===== config.mk =====
export PLATFORM = sky130hd
export DESIGN_NAME = adder_sum_pipe
export DESIGN_NICKNAME = d
export VERILOG_FILES = /design/src/rtl/adder_sum_pipe_pkg.sv /design/src/rtl/adder_sum_flags.sv /design/src/rtl/adder_sum_pipe.sv
export SDC_FILE = /design/constraint.sdc
export NUM_CORES = 1
export LEC_CHECK = 0
export ABC_CLOCK_PERIOD_IN_PS = 3100
export CELL_PAD_IN_SITES_DETAIL_PLACEMENT = 1
export CELL_PAD_IN_SITES_GLOBAL_PLACEMENT = 1
export CORE_ASPECT_RATIO = 1.4
export CORE_MARGIN = 4
export CORE_UTILIZATION = 39
export CTS_CLUSTER_SIZE = 24
export DETAILED_ROUTE_END_ITERATION = 8
export PLACE_DENSITY = 0.9
export SYNTH_ARGS = -nofsm -noshare
export SYNTH_HDL_FRONTEND = slang
export SYNTH_SLANG_ARGS = --single-unit

===== constraint.sdc =====
create_clock -name clk -period 3.1 [get_ports clk]
set_input_delay 0.62 -clock clk [delete_from_list [all_inputs] [get_ports clk]]
set_output_delay 0.62 -clock clk [all_outputs]
set_load 0.01 [all_outputs]

===== src/rtl/adder_sum_pipe_pkg.sv =====
// Shared widths and NZCV flag bit positions for the prefix-adder sum/flag pipeline.
package adder_sum_pipe_pkg;

    localparam int LEN_DATA = 32;

    localparam int FLAG_N = 3;
    localparam int FLAG_Z = 2;
    localparam int FLAG_C = 1;
    localparam int FLAG_V = 0;

    typedef logic [3:0] nzcv_t;

    // Packs the four flags into their fixed bit positions.
    function automatic nzcv_t pack_nzcv(input logic n, input logic z, input logic c, input logic v);
        nzcv_t f;
        f         = '0;
        f[FLAG_N] = n;
        f[FLAG_Z] = z;
        f[FLAG_C] = c;
        f[FLAG_V] = v;
        return f;
    endfunction

endpackage


===== src/rtl/adder_sum_flags.sv =====
// Combinational sum and NZCV from the final group-generate vector and half-sum vector.
module adder_sum_flags
    import adder_sum_pipe_pkg::*;
#(
    parameter int DW = LEN_DATA
) (
    input  logic [DW:0]   g_grp,
    input  logic [DW:0]   hsum,
    output logic [DW-1:0] sum,
    output nzcv_t         flags
);

    // Index 0 of hsum corresponds to the carry-in slot and has no sum bit.
    logic unused_hsum0;
    assign unused_hsum0 = hsum[0];

    // g_grp[k] is the carry into operand bit k.
    assign sum = hsum[DW:1] ^ g_grp[DW-1:0];

    assign flags = pack_nzcv(sum[DW-1],
                             (sum == '0),
                             g_grp[DW],
                             g_grp[DW-1] ^ g_grp[DW]);

endmodule


===== src/rtl/adder_sum_pipe.sv =====
// Two-stage valid/ready pipeline turning prefix-tree carries into sum and NZCV flags.
module adder_sum_pipe
    import adder_sum_pipe_pkg::*;
#(
    parameter int DW    = LEN_DATA,
    parameter int TAG_W = 4
) (
    input  logic             clk,
    input  logic             rst,
    input  logic             flush,
    input  logic             in_valid,
    output logic             in_ready,
    input  logic [DW:0]      g_grp,
    input  logic [DW:0]      hsum,
    input  logic             sub,
    input  logic [TAG_W-1:0] tag,
    output logic             out_valid,
    input  logic             out_ready,
    output logic [DW-1:0]    sum,
    output logic             flag_n,
    output logic             flag_z,
    output logic             flag_c,
    output logic             flag_v,
    output logic [TAG_W-1:0] out_tag,
    output logic             out_sub
);

    logic             vld_p0;
    logic [DW:0]      g_p0;
    logic [DW:0]      hsum_p0;
    logic             sub_p0;
    logic [TAG_W-1:0] tag_p0;

    logic             vld_p1;
    logic [DW-1:0]    sum_p1;
    nzcv_t            nzcv_p1;
    logic             sub_p1;
    logic [TAG_W-1:0] tag_p1;

    logic             a_load;
    logic             b_load;
    logic [DW-1:0]    sum_c;
    nzcv_t            nzcv_c;

    // Flush blocks acceptance so the dropped cycle cannot sneak an entry in.
    assign in_ready = !flush && (!vld_p0 || !vld_p1 || out_ready);
    assign a_load   = in_valid && in_ready;
    assign b_load   = vld_p0 && (!vld_p1 || out_ready);

    // Stage A: capture prefix-tree outputs
    always_ff @(posedge clk) begin
        if (rst || flush) begin
            vld_p0 <= 1'b0;
        end else if (a_load) begin
            vld_p0 <= 1'b1;
        end else if (b_load) begin
            vld_p0 <= 1'b0;
        end
    end

    always_ff @(posedge clk) begin
        if (rst) begin
            g_p0    <= '0;
            hsum_p0 <= '0;
            sub_p0  <= 1'b0;
            tag_p0  <= '0;
        end else if (a_load) begin
            g_p0    <= g_grp;
            hsum_p0 <= hsum;
            sub_p0  <= sub;
            tag_p0  <= tag;
        end
    end

    adder_sum_flags #(
        .DW (DW)
    ) u_flags (
        .g_grp (g_p0),
        .hsum  (hsum_p0),
        .sum   (sum_c),
        .flags (nzcv_c)
    );

    // Stage B: registered result presented to the consumer
    always_ff @(posedge clk) begin
        if (rst || flush) begin
            vld_p1 <= 1'b0;
        end else if (b_load) begin
            vld_p1 <= 1'b1;
        end else if (out_ready) begin
            vld_p1 <= 1'b0;
        end
    end

    always_ff @(posedge clk) begin
        if (rst) begin
            sum_p1  <= '0;
            nzcv_p1 <= '0;
            sub_p1  <= 1'b0;
            tag_p1  <= '0;
        end else if (b_load && !flush) begin
            sum_p1  <= sum_c;
            nzcv_p1 <= nzcv_c;
            sub_p1  <= sub_p0;
            tag_p1  <= tag_p0;
        end
    end

    assign out_valid = vld_p1;
    assign sum       = sum_p1;
    assign flag_n    = nzcv_p1[FLAG_N];
    assign flag_z    = nzcv_p1[FLAG_Z];
    assign flag_c    = nzcv_p1[FLAG_C];
    assign flag_v    = nzcv_p1[FLAG_V];
    assign out_tag   = tag_p1;
    assign out_sub   = sub_p1;

endmodule


# Word-level counts from Yosys, hierarchy flattened
# Index checks and enable logic that the tools add are counted.
# totals
reg_bits	114
latch_bits	0
ramBits	0
mem_bits_ro	0
out_inout_bits	43
elab_cells	30
n_memories	0
# op_classes
add_sub_neg	0
multipliers	0
div	0
order_cmp	0
eq_ne	0
n_shift	0
mux	4
n_bitwise	2
reduce_logical	14
# op_table
op	n
32-bit zero test	1
32-bit bitwise XOR	1
1-bit logical AND	4
1-bit logical OR	4
1-bit two-way mux	4
2-bit nonzero test	2
1-bit zero test	3
1-bit bitwise XOR	1

# Depth between registers and ports, before layout
# logic_depth
depth_word	6
mapped_depth	6
mapped_depth_nobuf	4

# Hierarchy
# A second synthesis with hierarchy kept.
# unflattened
cells_unflattened	554
area_unflattened_um2	5293.8
# by_module_without_submodules
module	n_inst	cells_per_inst	area_each_um2
adder_sum_pipe	1	508	4904.7
adder_sum_flags	1	46	389.1

# Worst setup path before layout
# Ideal clock, no wire load.
# synth_path
path_type	input to output
startpoint	input out_ready
endpoint	output in_ready
arrival_ns	0.878
required_ns	2.480
path_slack_ns	1.602
stages	2
path_buffers	0
path_cell_list	nor2b_4 a21oi_1
# synth_via
elab_chain_len	2
# synth_lines
element	line_no	rtl
start, declared	adder_sum_pipe.sv:18	input logic out_ready,
1-bit logical OR	adder_sum_pipe.sv:46	assign in_ready = !flush && (!vld_p0 || !vld_p1 || out_ready);
1-bit logical AND	adder_sum_pipe.sv:46	
end, declared	adder_sum_pipe.sv:12	output logic in_ready,
# Every way passes these cells.

# Worst setup path in the final report
# Ends and elaborated chain as after synthesis.

==> impl_results.md <==
- CTS resizes: 0
- Clk_lat worst skew: 0.33 ns
- Largest net degree at the start of global routing: 107
- Tcrit/Tclk final: 0.8186
- Final instance count without filler cells: 748
- Maximum fanout along the worst path: 5
- DRC Markers: 0
- Gr usage total: 0.1834
- Leakage: 1.999 nW
- Crit Path Class: input port to output pin
- Fmax: 394.0 MHz
- Maximum clock path buffer count: 2
- Endpoints failing setup: 0
- Sw frac: 0.2309
- Root Driver: clkbuf_16
- Slew Limit Fails: 0
- First-pass GRT wire length: 19780 µm
- Register area share after synthesis: 0.4939
- Crit. End Element: output pin
- Vias in the first global route: 3974
- Unique masters post-synth: 28
- TNS Setup: 0 ns
- Pwr Density: 516.0 nW/µm²
- Ys async rst share: 0
- GRT overflow: 0
- Ys flop type: dfxtp_1
- Post-layout power: 3.094 mW
- Worst Hold Class: register to register
- Largest cells by area after synthesis: dfxtp_1, nand2_1, a211oi_2, a21oi_1, xnor2_1
- Min Tclk post-route: 2.538 ns
- Synth area leader: dfxtp_1
- Slew HR: 0.5771
- Htree depth: 3
- Internal power: 2.380 mW
- Area share of the largest cell type after synthesis: 0.4939
- CTS sink count: 112
- Die height: 135.7 µm
- #FFs+latches synth: 112
- Die area: 13450 µm²
- Status: finished clean
- Die width: 99.18 µm
- Layout cells sized above 1: 0.1225
- # IOs: 119
- Number of DRC markers in iteration 0: 98
- R2R cell count: 5
- DRT Pass-1 Iters: 4
- Post-CTS Setup Bufs: 0
- Net Count, Synth: 579
- Dominant cell by count in the synthesized netlist: nand2_1
- WP data required: 2.48 ns
- Syn Std Cell Area: 4539 µm²
- R2R setup slack: 1.61 ns
- Avg Inst Size Synth: 9.025 µm²
- Core area: 11340 µm²
- Post-cts hold buffer count: 0
- Tightest Pin Transition: 0.6344 ns
- CTS buffer count: 9
- TritonCTS clock tree: yes
- Routed vias/inst: 4.987
- GP Congestion: 0.7808
- Nets@finish: 676
- Worst setup SP type: input port
- DR vias: 3730
- Syn Inst Count: 503
- Initial Utilization: 0.4004
- Reg power frac: 0.496
- Initial antenna violation count: 0
- Critical path data arrival time: 1.92 ns
- # Max-Cap Violations: 0
- DP Cell Count: 733
- Synth warn: 0
- Area grow syn2layout: 32.11%
- Clock power share: 0.380
- WL per Instance: 16.17 µm
- Final wirelength: 12100 µm
- Final Hold Fails: 0
- Ant. Diodes: 0
- Clk pin slew, worst setup/hold paths: 0.07 ns
- Hold path depth: 2
- ANT nets after route: 0
- Post-synth EDFFs: 0
- Combinational share of power: 0.124
- RSZ-0062 raised after global routing: no
- Hpwl dp: 8696 µm
- VDD IR max: 0.3102 mV
- Worst Skew: 0.007388 ns
- Net switching power: 0.7144 mW
- Most frequent cells after synthesis: nand2_1, dfxtp_1, a21oi_1, nor2_1, xnor2_1
- Std cell rows: 46
- PortBufs: 117
worst paths after layout:
kind	start	to
setup reg to reg	out_valid	nzcv_p1[0]
setup / recovery	out_ready	in_ready
hold / removal	nzcv_p1[1]	nzcv_p1[1]
hold reg to reg	nzcv_p1[1]	nzcv_p1[1]
worst max-delay path: stages:
cell,delay (ns)
clkdlybuf4s50_1,0.52
nor2b_4,0.07
a21oi_1,0.15
clkdlybuf4s50_1,0.56
flip-flops by register name, summed over array words and instances (netlist names), 3 cells and up:
signal   flops
g_p0        33
hsum_p0     32
nzcv_p1      3
out_tag      4
sum         32
tag_p0       4
per-layer routing:
layer,wire length [µm],share of wire,up-vias,track usage
li1,-,-,1847,-
met1,4774,0.39,1785,0.2047
met2,6514,0.54,79,0.3393
met3,497,0.041,19,0.03297
met4,309,0.026,0,0.07365
met5,0,0,-,0
logic make-up (layout without fill, tap and decap cells):
family | Yosys count | in the layout | share of synthesized area
XOR/XNOR | 33 | 33 | 0.06367
buffers and inverters | 38 | 139 | 0.06367
AO/OA/AOI/OAI | 111 | 111 | 0.1905
AND/OR/NAND/NOR | 209 | 209 | 0.1883
flip-flops | 112 | 112 | 0.4939
stage by stage:
stage	utilization	hold slack, ns	cell area [µm²]	worst slack (ns)
finish	0.5289	0.4593	5997	0.5622
global placement	0.5018	0.4429	5689	0.5770
CTS	0.5289	0.4607	5997	0.5528
global route	0.5289	0.4752	5997	0.5187
floorplan	-	0.4321	4539	1.602
detailed placement	0.5018	0.4507	5689	0.5667
power by group through the flow:
stage / clock network, mW / logic (mW) / registers, mW
after global routing: 1.27 / 0.421 / 1.54
final: 1.17 / 0.384 / 1.54
after global placement: 0 / 0.376 / 1.56
after detailed placement: 0 / 0.388 / 1.57
after CTS: 1.21 / 0.391 / 1.54
after floorplan: 0 / 0.213 / 1.57
cell type report:
type,instances,area [µm²]
clock inverter,2,37.54
tap,144,180.2
timing repair buffer,122,1244
inverter,2,7.507
fill,1294,5341
sequential,112,2242
clock buffer,13,270.3
multi-input combinational,353,2016
cell usage in the layout, fill, tap and decap left out:
cell type        synthesis  routed
a211oi_1                 1       1
a211oi_2                30      30
a21oi_1                 59      59
a21oi_2                 19      19
a41o_1                   1       1
and2_1                   1       1
and3_1                   2       1
and3_2                   0       1
buf_12                   0       3
buf_4                    5       3
bufinv_16                0       1
clkbuf_1                 9       1
clkbuf_16                0       9
clkbuf_8                 0       3
clkdlybuf4s50_1          0     116
clkinvlp_4               0       1
dfxtp_1                112     112
inv_1                    2       2
nand2_1                154     154
nand3_2                  1       1
nand3b_1                 1       1
nand3b_2                 1       1
nand4_1                  7       7
nor2_1                  34      34
nor2b_4                  1       1
nor3_1                   5       5
nor3b_4                  0       1
nor4_1                   1       1
o211a_1                  1       1
xnor2_1                 32      32
xor2_1                   1       1
Power figures use the tool's default switching activity.
